## config.mk

```make
export PLATFORM = sky130hd
export DESIGN_NAME = aurora_tx_block_scheduler
export DESIGN_NICKNAME = d
export VERILOG_FILES = /design/src/rtl/aurora_tx_pkg.sv /design/src/rtl/aurora_tx_block_scheduler_arbiter.sv /design/src/rtl/aurora_tx_block_scheduler.sv
export SDC_FILE = /design/constraint.sdc
export NUM_CORES = 1
export LEC_CHECK = 0
export CAP_MARGIN = 40
export CORE_MARGIN = 3
export CORE_UTILIZATION = 45
export DETAILED_ROUTE_END_ITERATION = 8
export GPL_TIMING_DRIVEN = 0
export HOLD_SLACK_MARGIN = 0.06
export PLACE_DENSITY_LB_ADDON = 0.05
export SYNTH_ARGS = -nofsm -noshare
export SYNTH_HDL_FRONTEND = slang
export SYNTH_SLANG_ARGS = --single-unit
```

## constraint.sdc

```tcl
create_clock -name clk40 -period 4.55 [get_ports clk40]
set_input_delay 0.455 -clock clk40 [delete_from_list [all_inputs] [get_ports clk40]]
set_output_delay 0.455 -clock clk40 [all_outputs]
set_load 0.05 [all_outputs]
```

## src/rtl/aurora_tx_pkg.sv

```systemverilog
// Shared types and constants for the Aurora Tx block scheduler.
package aurora_tx_pkg;

    typedef enum logic [1:0] {
        ST_WAIT = 2'd0,
        ST_INIT = 2'd1,
        ST_RUN  = 2'd2
    } sched_state_t;

    typedef enum logic [1:0] {
        SEL_CC   = 2'd0,
        SEL_REG  = 2'd1,
        SEL_DATA = 2'd2,
        SEL_IDLE = 2'd3
    } slot_sel_t;

    localparam logic [1:0]  SYNC_DATA      = 2'b01;
    localparam logic [1:0]  SYNC_CTRL      = 2'b10;
    localparam logic [63:0] IDLE_BLOCK_DEF = 64'h7800_0000_0000_0000;
    localparam logic [63:0] CC_BLOCK_DEF   = 64'h7880_0000_0000_0000;
    localparam logic [7:0]  REG_BTF_DEF    = 8'hD2;

endpackage

```

## src/rtl/aurora_tx_block_scheduler_arbiter.sv

```systemverilog
// Per-slot priority select: CC over register readback over user data, else idle.
// Purely combinational; zero latency, no backpressure of its own.
module tx_slot_arbiter
    import aurora_tx_pkg::*;
(
    input  logic      cc_pending_i,
    input  logic      reg_req_i,
    input  logic      data_valid_i,
    output slot_sel_t sel_o
);

    always_comb begin
        sel_o = SEL_IDLE;
        if (cc_pending_i) begin
            sel_o = SEL_CC;
        end else if (reg_req_i) begin
            sel_o = SEL_REG;
        end else if (data_valid_i) begin
            sel_o = SEL_DATA;
        end
    end

endmodule

```

## src/rtl/aurora_tx_block_scheduler.sv

```systemverilog
// Feeds one 64-bit block per gearbox slot: link-init idles, then CC/register/data/idle.
// Block registered on the slot edge; data_ready/reg_ack are same-cycle strobes gated by slot.
module aurora_tx_block_scheduler
    import aurora_tx_pkg::*;
#(
    parameter int unsigned INIT_BLOCKS = 64,
    parameter int unsigned CC_PERIOD   = 1024,
    parameter logic [63:0] IDLE_WORD   = IDLE_BLOCK_DEF,
    parameter logic [63:0] CC_WORD     = CC_BLOCK_DEF,
    parameter logic [7:0]  REG_BTF     = REG_BTF_DEF
) (
    input  logic        clk40,
    input  logic        rst,
    input  logic        gearbox_rdy,
    input  logic        data_next,
    input  logic        data_valid,
    input  logic [63:0] data_in,
    output logic        data_ready,
    input  logic        reg_req,
    input  logic [55:0] reg_data,
    output logic        reg_ack,
    output logic [63:0] tx_data,
    output logic [1:0]  tx_sync,
    output logic        tx_en,
    output logic        link_up,
    output logic [1:0]  state_o
);

    localparam logic [15:0] INIT_LAST = 16'(INIT_BLOCKS - 1);
    localparam logic [15:0] CC_LAST   = 16'(CC_PERIOD - 1);

    sched_state_t state_q, state_d;
    logic [15:0]  init_cnt_q, init_cnt_d;
    logic [15:0]  cc_cnt_q, cc_cnt_d;
    logic         cc_pending_q, cc_pending_d;
    logic [63:0]  tx_data_q, tx_data_d;
    logic [1:0]   tx_sync_q, tx_sync_d;
    logic         slot;
    logic         cc_due;
    slot_sel_t    slot_sel;

    assign slot = gearbox_rdy & data_next;

    tx_slot_arbiter u_arb (
        .cc_pending_i (cc_pending_q),
        .reg_req_i    (reg_req),
        .data_valid_i (data_valid),
        .sel_o        (slot_sel)
    );

    always_comb begin
        state_d      = state_q;
        init_cnt_d   = init_cnt_q;
        cc_cnt_d     = cc_cnt_q;
        cc_pending_d = cc_pending_q;
        tx_data_d    = tx_data_q;
        tx_sync_d    = tx_sync_q;
        data_ready   = 1'b0;
        reg_ack      = 1'b0;
        cc_due       = 1'b0;

        case (state_q)
            ST_WAIT: begin
                if (gearbox_rdy) begin
                    state_d = ST_INIT;
                end
            end

            ST_INIT: begin
                if (!gearbox_rdy) begin
                    state_d      = ST_WAIT;
                    init_cnt_d   = 16'd0;
                    cc_cnt_d     = 16'd0;
                    cc_pending_d = 1'b0;
                end else if (slot) begin
                    tx_data_d = IDLE_WORD;
                    tx_sync_d = SYNC_CTRL;
                    if (init_cnt_q == INIT_LAST) begin
                        state_d    = ST_RUN;
                        init_cnt_d = 16'd0;
                    end else begin
                        init_cnt_d = init_cnt_q + 16'd1;
                    end
                end
            end

            ST_RUN: begin
                if (!gearbox_rdy) begin
                    state_d      = ST_WAIT;
                    init_cnt_d   = 16'd0;
                    cc_cnt_d     = 16'd0;
                    cc_pending_d = 1'b0;
                end else if (slot) begin
                    // The CC slot itself is counted, so CCs land exactly CC_PERIOD apart.
                    cc_due   = (cc_cnt_q == CC_LAST);
                    cc_cnt_d = cc_due ? 16'd0 : cc_cnt_q + 16'd1;

                    case (slot_sel)
                        SEL_CC: begin
                            tx_data_d = CC_WORD;
                            tx_sync_d = SYNC_CTRL;
                        end
                        SEL_REG: begin
                            tx_data_d = {REG_BTF, reg_data};
                            tx_sync_d = SYNC_CTRL;
                            reg_ack   = 1'b1;
                        end
                        SEL_DATA: begin
                            tx_data_d  = data_in;
                            tx_sync_d  = SYNC_DATA;
                            data_ready = 1'b1;
                        end
                        default: begin
                            tx_data_d = IDLE_WORD;
                            tx_sync_d = SYNC_CTRL;
                        end
                    endcase

                    // A CC falling due while one is still owed merges into it.
                    cc_pending_d = (cc_pending_q && (slot_sel != SEL_CC)) || cc_due;
                end
            end

            default: begin
                state_d = ST_WAIT;
            end
        endcase
    end

    always_ff @(posedge clk40) begin
        if (rst) begin
            state_q      <= ST_WAIT;
            init_cnt_q   <= 16'd0;
            cc_cnt_q     <= 16'd0;
            cc_pending_q <= 1'b0;
            tx_data_q    <= 64'd0;
            tx_sync_q    <= 2'b00;
        end else begin
            state_q      <= state_d;
            init_cnt_q   <= init_cnt_d;
            cc_cnt_q     <= cc_cnt_d;
            cc_pending_q <= cc_pending_d;
            tx_data_q    <= tx_data_d;
            tx_sync_q    <= tx_sync_d;
        end
    end

    assign tx_data = tx_data_q;
    assign tx_sync = tx_sync_q;
    assign tx_en   = slot;
    assign link_up = (state_q == ST_RUN);
    assign state_o = state_q;

endmodule

```

==> results.md <==
- Post-synthesis cell area: 4760 sq um
- Antenna-violating nets left: 0
- Number of antenna violations at the first check in global routing: 0
- TritonCTS clock tree: yes
- Required time worst endpoint: 4.09 ns
- Max Clk Rate: 272 MHz
- Critical Path Most Common Cell: sky130_fd_sc_hd__clkdlybuf4s50_1
- Largest net degree at the start of global routing: 17
- Number of buffers and inverters on the critical path: 4
- Global-route track usage on met2: 0.442
- Total of buffers placed on input and output ports: 197
- Arrival time at the worst endpoint: 3.23 ns
- Clock transition at path regs: 0.10 ns
- Via count of the first global-routing pass: 4,884
- Yosys warns: 0
- Prevailing post-synth register cell: sky130_fd_sc_hd__dfxtp_1
- Fillers: 805
- Post-synth cell types: 56
- Share of final-layout standard cells stronger than drive strength 1: 0.0477
- Width of the die: 109 um
- Number of buffers created by CTS: 9
- Pwr Density: 253 nW/um^2
- Area Overhead vs Synth: 49.1%
- Critical path peak fanout: 10
- RSZ-0062 raised after global routing: false
- Total Routed Length: 15,600 um
- Setup fix buffers added after clock tree synthesis: 0
- Worst-case clock buffer depth: 2
- First-pass detailed-route iteration total: 6
- DRC violations left: 0
- Endpoint kind of the worst setup timing path: primary output
- Maximum ir drop on the vdd rail: 0.000158 V
- Path category of the worst min-delay check: flip-flop to flip-flop
- Leftover overflow at the end of global routing: 0
- Worst Setup Start Kind: input port
- Setup skew after layout: 0.0101 ns
- Syn_nets: 675
- Number of clock sinks: 101
- Placeable core region: 10,000 sq um
- CTS H-Tree Depth: 3
- Ports: 198
- Most heavily used metal layer in global routing: met2
- Total number of vias: 5,064
- Highest-count cells in the layout ignoring fill and taps: sky130_fd_sc_hd__clkdlybuf4s50_1, sky130_fd_sc_hd__dfxtp_1, sky130_fd_sc_hd__nor2_1
- Fin Setup TNS: 0 ns
- Height of the chip: 109 um
- Final-report max-slew violation count: 0
- Cell at the root of the clock tree: sky130_fd_sc_hd__clkbuf_8
- M1 GR Usage: 0.304
- Critical path's largest stage delay: 0.82 ns
- Count of routing violations after the opening detailed-route iteration: 461
- Leading post-synthesis cells by cell area: sky130_fd_sc_hd__dfxtp_1, sky130_fd_sc_hd__a22o_1, sky130_fd_sc_hd__a22oi_1, sky130_fd_sc_hd__nor2_1, sky130_fd_sc_hd__clkbuf_1
- Cell Chain, Critical Path: clkdlybuf4s50_1, nand2b_1, nor2_1, clkbuf_1, buf_2, and3_1, clkdlybuf4s50_1
- Number of violations of the max-capacitance limit: 0
- Cell family with the largest share of critical-path delay: buffers and inverters
- FF/Latch Area: 2020 sq um
- Met3 track demand over resource: 0.0616
- Post-synth top area cell: sky130_fd_sc_hd__dfxtp_1
- Hpwl dp: 12,000 um
- Share of synthesized area occupied by flip-flops and latches: 0.425
- Total power: 1.80 mW
- Final cycle utilization of the critical path: 0.809
- Outcome: complete, no violations
- Insertion delay of the later-clocked pin in the worst-skew pair: 0.36 ns
- Count of flip-flops with a built-in enable after synthesis: 0
- FFs w/ async S/R, synth: 0
- Resized cells post-CTS: 0
- Vias per inst: 5.70
- Synthesized netlist cell count: 543
- Final Instance Area: 7090 sq um
- Most common library cell in the layout ignoring fill and taps: sky130_fd_sc_hd__clkdlybuf4s50_1
- # setup viols final: 0
- Multi-input logic area: 2530 sq um
- Number of flip-flops and latches in the synthesized netlist: 101
- Area fraction of the dominant cell type after synthesis: 0.425
- Average cell area after synthesis: 8.76 sq um
- Max-slew headroom: 0.493
- Leakage: 2.53 nW
- Global placement routability congestion: 0.933
- Classification of the worst setup path: input port to primary output
- DP Area: 6900 sq um
- Total Die Area: 11,800 sq um
- GRT Util Overall: 0.254
- Number of antenna repair diodes: 0
- Initial standard-cell utilization of the core: 0.474
- NumNets Final: 883
- Average routed wire per standard cell: 17.6 um
- Number of core rows: 36
- Critical path's slowest cell: sky130_fd_sc_hd__clkdlybuf4s50_1
- Setup slack of the worst register-to-register path: 1.86 ns
- Worst-Margin Slew: 0.756 ns
- Final Hold Violating Endpoints: 0
- Final critical-path required period: 3.68 ns
- Global-route wire length before repair: 23,900 um
- CTS hold repair buffers: 0
-- per-layer routing --
| layer | vias up | wire length (um) | share of wire |
|---|---|---|---|
| met4 | 0 | 335 | 0.021 |
| li1 | 2440 | - | - |
| met5 | - | 0 | 0 |
| met2 | 249 | 7680 | 0.49 |
| met1 | 2350 | 6210 | 0.40 |
| met3 | 25 | 1410 | 0.090 |
-- per-stage QoR --
step           instances  worst slack, ns  hold slack, ns   util
2_1_floorplan        543             1.80           0.458      -
3_3_place_gp         873            0.915           0.441  0.686
3_5_place_dp         873            0.855           0.443  0.686
4_1_cts              888            0.863           0.457  0.706
5_1_grt              888            0.670           0.479  0.706
6_report             888            0.868           0.453  0.706
-- flip-flops by register name, summed over array words and instances (netlist names) --
register,count
cc_pending_q,1
tx_sync,2
tx_data,64
init_cnt_q,16
state_o,2
cc_cnt_q,16
-- final cells by class --
type / instances / area share
Inverter: 5 / 0.00265
Timing Repair Buffer: 197 / 0.278
Sequential cell: 101 / 0.285
Buffer: 43 / 0.0259
Clock inverter: 5 / 0.00847
Tap cell: 133 / 0.0235
Clock buffer: 10 / 0.0194
Multi-Input combinational cell: 394 / 0.357
-- synthesized netlist by cell type, types with 4 or more instances --
library cell               count
sky130_fd_sc_hd__xor2_1        9
sky130_fd_sc_hd__nand2_1      26
sky130_fd_sc_hd__nor3_1        9
sky130_fd_sc_hd__and4_1        4
sky130_fd_sc_hd__a22oi_1      59
sky130_fd_sc_hd__inv_1         4
sky130_fd_sc_hd__dfxtp_1     101
sky130_fd_sc_hd__o21ai_0      11
sky130_fd_sc_hd__nand4_1       9
sky130_fd_sc_hd__nand3_1      18
sky130_fd_sc_hd__and2_1        7
sky130_fd_sc_hd__a311oi_1      4
sky130_fd_sc_hd__clkbuf_1     32
sky130_fd_sc_hd__a21oi_1      23
sky130_fd_sc_hd__buf_2         9
sky130_fd_sc_hd__ha_1          6
sky130_fd_sc_hd__a31oi_1       7
sky130_fd_sc_hd__nor2_1       87
sky130_fd_sc_hd__nor2b_1       5
sky130_fd_sc_hd__or3_1         6
sky130_fd_sc_hd__and3_1        8
sky130_fd_sc_hd__a22o_1       55
-- worst register-to-register path, stage by stage (launching register included) --
cell,delay [ns]
sky130_fd_sc_hd__dfxtp_1,0.35
sky130_fd_sc_hd__inv_1,0.11
sky130_fd_sc_hd__ha_1,0.36
sky130_fd_sc_hd__and2_1,0.18
sky130_fd_sc_hd__clkbuf_1,0.38
sky130_fd_sc_hd__nand3_1,0.21
sky130_fd_sc_hd__nor3_1,0.55
sky130_fd_sc_hd__o21ai_0,0.30
sky130_fd_sc_hd__a21oi_1,0.19
-- logic make-up after synthesis --
logic type	Yosys count	share of synthesized area
multiplexers	2	0.00447
flip-flops	101	0.425
adder cells (fa/ha/maj)	6	0.0158
buffers and inverters	48	0.0426
XOR/XNOR	12	0.0221
AO/OA/AOI/OAI	179	0.290
AND/OR/NAND/NOR	195	0.200
-- power by group --
group	switching, mW	internal [mW]	total [mW]
Clock	0.305	0.269	0.574
Combinational	0.165	0.160	0.325
Sequential	0.00532	0.891	0.896
-- worst paths after layout --
kind | startpoint | end | cells past startpoint
setup / recovery | reg_req | data_ready | 7
hold / removal | tx_data[57] | tx_data[57] | 2
setup reg to reg | state_o[0] | tx_data[57] | 8
hold reg to reg | tx_data[57] | tx_data[57] | 2
No activity file was read; power rests on OpenSTA's default activity.
